**src/rtl/inst_retire_fifo_if.sv**
```systemverilog
// Retire-trace handshake bundle between WB (master) and inst_retire_fifo (slave).
interface inst_retire_fifo_if #(
  parameter int DEPTH   = 8,
  parameter int DATA_WD = 70
);
  localparam int CW = $clog2(DEPTH) + 1;

  logic               inst_retire_valid;
  logic [DATA_WD-1:0] inst_retired;
  logic               inst_retired_fifo_full;
  logic               retire_out_valid;
  logic [DATA_WD-1:0] retire_out_data;
  logic               retire_out_ready;
  logic [CW-1:0]      fifo_count;
  logic               fifo_overflow;

  modport master (
    output inst_retire_valid, inst_retired, retire_out_ready,
    input  inst_retired_fifo_full, retire_out_valid, retire_out_data, fifo_count, fifo_overflow
  );

  modport slave (
    input  inst_retire_valid, inst_retired, retire_out_ready,
    output inst_retired_fifo_full, retire_out_valid, retire_out_data, fifo_count, fifo_overflow
  );
endinterface

```
**src/rtl/inst_retire_fifo.sv**
```systemverilog
// Retire-trace FIFO behind WB with early full for registered WB valid.
// RETIRE_FIFO_FWFT_EN selects first-word-fall-through; default is a registered output stage.
module inst_retire_fifo #(
  parameter int DEPTH       = 8,
  parameter int DATA_WD     = 70,
  parameter int FULL_MARGIN = 1
) (
  input logic              clk,
  input logic              rst,
  inst_retire_fifo_if.slave bus
);
  localparam int AW = $clog2(DEPTH);
  localparam int CW = AW + 1;

  logic [DATA_WD-1:0] mem_q [DEPTH];
  logic [AW-1:0]      wptr_q, wptr_d, rptr_q, rptr_d;
  logic [CW-1:0]      count_q, count_d;
  logic               ovf_q, ovf_d;
  logic               push, pop;
`ifndef RETIRE_FIFO_FWFT_EN
  logic               ovalid_q, ovalid_d;
  logic [DATA_WD-1:0] oreg_q, oreg_d;
`endif

  always_comb begin
`ifdef RETIRE_FIFO_FWFT_EN
    pop = (count_q != '0) && bus.retire_out_ready;
`else
    // Refill the output register whenever it is empty or being drained.
    pop      = (count_q != '0) && (!ovalid_q || bus.retire_out_ready);
    ovalid_d = ovalid_q;
    oreg_d   = oreg_q;
    if (pop) begin
      oreg_d   = mem_q[rptr_q];
      ovalid_d = 1'b1;
    end else if (ovalid_q && bus.retire_out_ready && count_q == '0) begin
      ovalid_d = 1'b0;
    end
`endif
    push    = bus.inst_retire_valid && ((count_q < CW'(DEPTH)) || pop);
    ovf_d   = ovf_q | (bus.inst_retire_valid & ~push);
    wptr_d  = push ? wptr_q + AW'(1) : wptr_q;
    rptr_d  = pop  ? rptr_q + AW'(1) : rptr_q;
    count_d = count_q;
    case ({push, pop})
      2'b10:   count_d = count_q + CW'(1);
      2'b01:   count_d = count_q - CW'(1);
      default: count_d = count_q;
    endcase
  end

  always_ff @(posedge clk) begin
    if (!rst && push) mem_q[wptr_q] <= bus.inst_retired;
  end

  always_ff @(posedge clk) begin
    if (rst) begin
      wptr_q   <= '0;
      rptr_q   <= '0;
      count_q  <= '0;
      ovf_q    <= 1'b0;
`ifndef RETIRE_FIFO_FWFT_EN
      ovalid_q <= 1'b0;
      oreg_q   <= '0;
`endif
    end else begin
      wptr_q   <= wptr_d;
      rptr_q   <= rptr_d;
      count_q  <= count_d;
      ovf_q    <= ovf_d;
`ifndef RETIRE_FIFO_FWFT_EN
      ovalid_q <= ovalid_d;
      oreg_q   <= oreg_d;
`endif
    end
  end

  // Full depends only on the count register, so WB sees no combinational path.
  assign bus.inst_retired_fifo_full = int'(count_q) >= (DEPTH - FULL_MARGIN);
  assign bus.fifo_count             = count_q;
  assign bus.fifo_overflow          = ovf_q;
`ifdef RETIRE_FIFO_FWFT_EN
  assign bus.retire_out_valid = (count_q != '0);
  assign bus.retire_out_data  = (count_q != '0) ? mem_q[rptr_q] : '0;
`else
  assign bus.retire_out_valid = ovalid_q;
  assign bus.retire_out_data  = oreg_q;
`endif
endmodule

```
**src/flat_wrapper.sv**
```systemverilog
// flat-port wrapper written by rule: the top's interface ports become plain ports
module inst_retire_fifo_flat 
#(
  parameter int DEPTH       = 8,
  parameter int DATA_WD     = 70,
  parameter int FULL_MARGIN = 1
)
  (clk, rst, bus_inst_retire_valid, bus_inst_retired, bus_retire_out_ready, bus_inst_retired_fifo_full, bus_retire_out_valid, bus_retire_out_data, bus_fifo_count, bus_fifo_overflow);
  inst_retire_fifo_if #(.DEPTH(DEPTH), .DATA_WD(DATA_WD)) bus_i ();
  input logic clk;
  input logic rst;
  input wire logic [$bits(bus_i.inst_retire_valid)-1:0] bus_inst_retire_valid;
  input wire logic [$bits(bus_i.inst_retired)-1:0] bus_inst_retired;
  input wire logic [$bits(bus_i.retire_out_ready)-1:0] bus_retire_out_ready;
  output wire logic [$bits(bus_i.inst_retired_fifo_full)-1:0] bus_inst_retired_fifo_full;
  output wire logic [$bits(bus_i.retire_out_valid)-1:0] bus_retire_out_valid;
  output wire logic [$bits(bus_i.retire_out_data)-1:0] bus_retire_out_data;
  output wire logic [$bits(bus_i.fifo_count)-1:0] bus_fifo_count;
  output wire logic [$bits(bus_i.fifo_overflow)-1:0] bus_fifo_overflow;
  assign bus_i.inst_retire_valid = bus_inst_retire_valid;
  assign bus_i.inst_retired = bus_inst_retired;
  assign bus_i.retire_out_ready = bus_retire_out_ready;
  assign bus_inst_retired_fifo_full = bus_i.inst_retired_fifo_full;
  assign bus_retire_out_valid = bus_i.retire_out_valid;
  assign bus_retire_out_data = bus_i.retire_out_data;
  assign bus_fifo_count = bus_i.fifo_count;
  assign bus_fifo_overflow = bus_i.fifo_overflow;
  inst_retire_fifo #(.DEPTH(DEPTH), .DATA_WD(DATA_WD), .FULL_MARGIN(FULL_MARGIN)) u_core (.clk(clk), .rst(rst), .bus(bus_i));
endmodule
```
**config.mk**
```make
export PLATFORM = sky130hd
export DESIGN_NAME = inst_retire_fifo_flat
export DESIGN_NICKNAME = d
export VERILOG_FILES = /design/src/rtl/inst_retire_fifo_if.sv /design/src/rtl/inst_retire_fifo.sv /design/src/flat_wrapper.sv
export SDC_FILE = /design/constraint.sdc
export NUM_CORES = 1
export LEC_CHECK = 0
export BUFFER_PORTS_ARGS = -buffer_cell sky130_fd_sc_hd__buf_2
export CORE_AREA = 2 2 273 140
export DETAILED_ROUTE_END_ITERATION = 16
export DIE_AREA = 0 0 275 142
export MAX_ROUTING_LAYER = met4
export PLACE_DENSITY = 0.84
export RECOVER_POWER = 50
export SETUP_SLACK_MARGIN = 0.4
export SLEW_MARGIN = 20
export SYNTH_ARGS = -nofsm -noshare
export SYNTH_HDL_FRONTEND = slang
export SYNTH_SLANG_ARGS = --single-unit
```
**constraint.sdc**
```tcl
create_clock -name clk -period 22.1 [get_ports clk]
set_input_delay 2.21 -clock clk [delete_from_list [all_inputs] [get_ports clk]]
set_output_delay 2.21 -clock clk [all_outputs]
set_load 0.1 [all_outputs]
```
==> run_results.csv <==
group,metric,value,unit
synth,async_flop_share,0,%
cts,clock_sinks,642,
finish,nets,1361,
global_routing,grt_max_degree,75,
global_routing,grt_pass1_wl,71.5,mm
worst_hold_path,hold_path.class,"reg -> reg",
floorplan,coreArea,0.0368,sq mm
synth,post-synth-top-count-cell,"edfxtp_1",
synth,synth_top_area_share,71.4,%
cts,post-cts-setup-buffers,0,
timing,finalCriticalPeriod,7000,ps
job,maxCapViolCount,5,
drt,vias,11477,
floorplan,start_util,64.1,%
cts,clock_path_buffers,3,
critical_path,crit_path_end,"u_core.mem_q[4][3]",
floorplan,dieArea,0.0391,sq mm
critical_path,cpMostUsedCell,"clkbuf_1",
drt,drt_iter0_drc,1299,
finish,fillerInstances,2159,
timing,max_freq,143,MHz
synth,synth.avg_cell_area,20.9,sq um
pwr,power,3.39,mW
global_routing,grt_pass1_vias,11870,
timing,slew_violations,216,
timing,final.setup.tns,0,ps
synth,synth.distinct_cells,36,
drt,avgRoutedWirePerCell,26.1,microns
critical_path,critPathCaptureType,"flop",
cts,cts_resized,0,
pwr,p_comb_share,28.5,%
place,dpl.hpwl,23.8,mm
drt,dr.pass1.iters,5,
drt,detail-route-antenna-nets,0,
place,post-place-ws,17200,ps
drt,drc_errors,0,
timing,fin_hold_ws,488,ps
synth,synth.cells.most_frequent,"edfxtp_1 (560), mux4_2 (140), nor2_1 (87)",
floorplan,io_pins,151,
critical_path,path_max_fanout,72,
timing,tightest_slew,4610,ps
cts,cts_tree,"yes",
run_status,status,"complete, but fails checks",
timing,slew_headroom,-207,%
synth,yosys_warnings,0,
cts,clkTransAtPathRegs,70,ps
timing,setup_ws,15100,ps
pwr,clock_power_share,28.7,%
critical_path,worstPathRequired,22320,ps
floorplan,chipWidth,275,microns
synth,seq_area_frac_synth,78.3,%
cts,clk-insertion-delay-late,570,ps
global_routing,grt_use_total,25.7,%
critical_path,r2r-start,"u_core.bus.fifo_count[1]",
pwr,p_sw_share,34.8,%
synth,ys.flop_type,"edfxtp_1",
finish,area_growth,12.4,%
run_status,violations,"max-capacitance violations, max-slew violations",
floorplan,rows,50,
timing,fin_crit_sh,31.7,%
synth,syn_nets,1206,
critical_path,worst_r2r_endpoint,"u_core.bus.retire_out_data[25]",
global_routing,antenna_found_initial,6,
critical_path,crit_path_max_incr_delay,3310,ps
synth,synthCells,1127,
finish,drive_above_1_share,25.7,%
critical_path,reg2reg_slack,16570,ps
floorplan,fp.dieH,142,microns
cts,numCtsBuffers,52,
cts,cts.hold.buffers_added,0,
pwr,internal_power,2.21,mW
cts,root_buffer,"clkbuf_16",
synth,ys_ff_latch,642,
critical_path,critPathArrivalTime,7220,ps
finish,multiInputGateArea,0.00480,sq mm
critical_path,slowest_stage,"clkbuf_1",
critical_path,critPathLaunchType,"input pin",
synth,yosys.area.top_type,"edfxtp_1",
timing,hold_viol,0,
timing,setup_viol,0,
finish,regArea,0.0185,sq mm
critical_path,crit_type,"in -> reg",
timing,rsz0062_at_grt,"false",
synth,synth_area,0.0236,sq mm
synth,synth_enable_flop_cells,560,
global_routing,gr-total-overflow,0,
place,io_buffers,150,
cts,htree_levels,2,
pwr,powerDensity,128,mW/mm^2
synth,yosys-top-cells-area,"edfxtp_1 (71%), mux4_2 (13%), dfxtp_1 (7.0%)",
pwr,vdd_ir_drop_max,0.000103,V
pwr,cellLeakagePower,8.44,nW
critical_path,reg2reg_depth,5,
pwr,seq_power_share,42.8,%
pwr,p_sw,1.18,mW
place,place_congestion,0.747,
drt,vias_per_cell,6.29,
critical_path,startpoint,"rst",
drt,wl,47.7,mm
critical_path,critical_path.cell_chain,"clkbuf_1 > clkbuf_1 > nor2_1 > nand2_1 > nor2_4 > buf_6",
timing,clock_skew,12.3,ps
[metrics by stage]
| stage | cell area (sq um) | util, % | std cells |
|---|---|---|---|
| after floorplan | 23600 | - | 1127 |
| after detailed placement | 24800 | 67.4 | 1722 |
| after CTS | 26600 | 72.2 | 1818 |
| final | 26500 | 72.0 | 1824 |
| after global placement | 24800 | 67.4 | 1722 |
| after global routing | 26500 | 72.0 | 1824 |
[registers in the layout, summed over array words and instances, names as in the netlist]
name,cells
u_core.bus.fifo_count,4
u_core.bus.fifo_overflow,1
u_core.rptr_q,3
u_core.wptr_q,3
u_core.mem_q,560
u_core.bus.retire_out_data,70
u_core.bus.retire_out_valid,1
[critical path: cells and delay by family]
family	cells	cell delay (ps)
buffers and inverters	3	4470
AND/OR/NAND/NOR	3	470
[worst min-delay path by stage]
stage | startpoint | endpoint | slack [ps] | depth (start not counted)
floorplan | u_core.wptr_q[0] | u_core.wptr_q[0] | 460 | 2
global placement | u_core.bus.fifo_overflow | u_core.bus.fifo_overflow | 470 | 2
detailed placement | u_core.bus.retire_out_data[34] | u_core.bus.retire_out_data[34] | 480 | 2
CTS | u_core.bus.retire_out_data[47] | u_core.bus.retire_out_data[47] | 490 | 2
global route | u_core.bus.retire_out_data[21] | u_core.bus.retire_out_data[21] | 510 | 2
finish | u_core.bus.retire_out_data[56] | u_core.bus.retire_out_data[56] | 490 | 2
[metal layers]
metal / track usage [%] / vias to the layer above / wire length (microns)
met4: 5.43 / 0 / 616
met2: 39.9 / 473 / 23900
met1: 36.6 / 6006 / 19500
met5: - / - / 0
li1: - / 4942 / -
met3: 4.74 / 56 / 3690
[cell usage in the layout, fill, tap and decap left out, types with 7 or more instances in the layout]
cell type,netlist,final
nor2_1,87,83
bufinv_16,0,9
clkbuf_16,0,53
a21oi_1,7,7
nor3_2,21,21
clkbuf_1,29,88
mux4_2,140,140
buf_4,7,9
clkinv_1,0,8
dfxtp_1,82,80
buf_2,19,78
edfxtp_1,560,560
nor3_1,49,49
o22ai_1,71,71
[cell families after synthesis]
logic type	Yosys count	share of synthesized area (%)
flip-flops	642	78.3
AND/OR/NAND/NOR	181	3.96
multiplexers	142	13.5
AO/OA/AOI/OAI	84	2.22
buffers and inverters	67	1.53
XOR/XNOR	6	0.223
adder cells (fa/ha/maj)	5	0.265
[area by class of cell]
cell class              count  area share [%]
repair buffers            166            2.96
clock buffers              71            5.45
well taps                 494            2.33
multi-input cells         418            18.1
diodes                      6          0.0567
flip-flops and latches    642            69.7
inverters                   2          0.0283
clock inverters            25            1.33
[power by group through the flow]
stage               Combinational (mW)  Clock, mW  Sequential [mW]
finish                           0.968      0.975             1.45
detailed placement               0.966          0             1.48
CTS                              0.974      0.990             1.45
floorplan                        0.456          0             1.80
global route                      1.02       1.03             1.46
global placement                 0.950          0             1.47
Note: power is estimated with default switching activity, not from simulation.
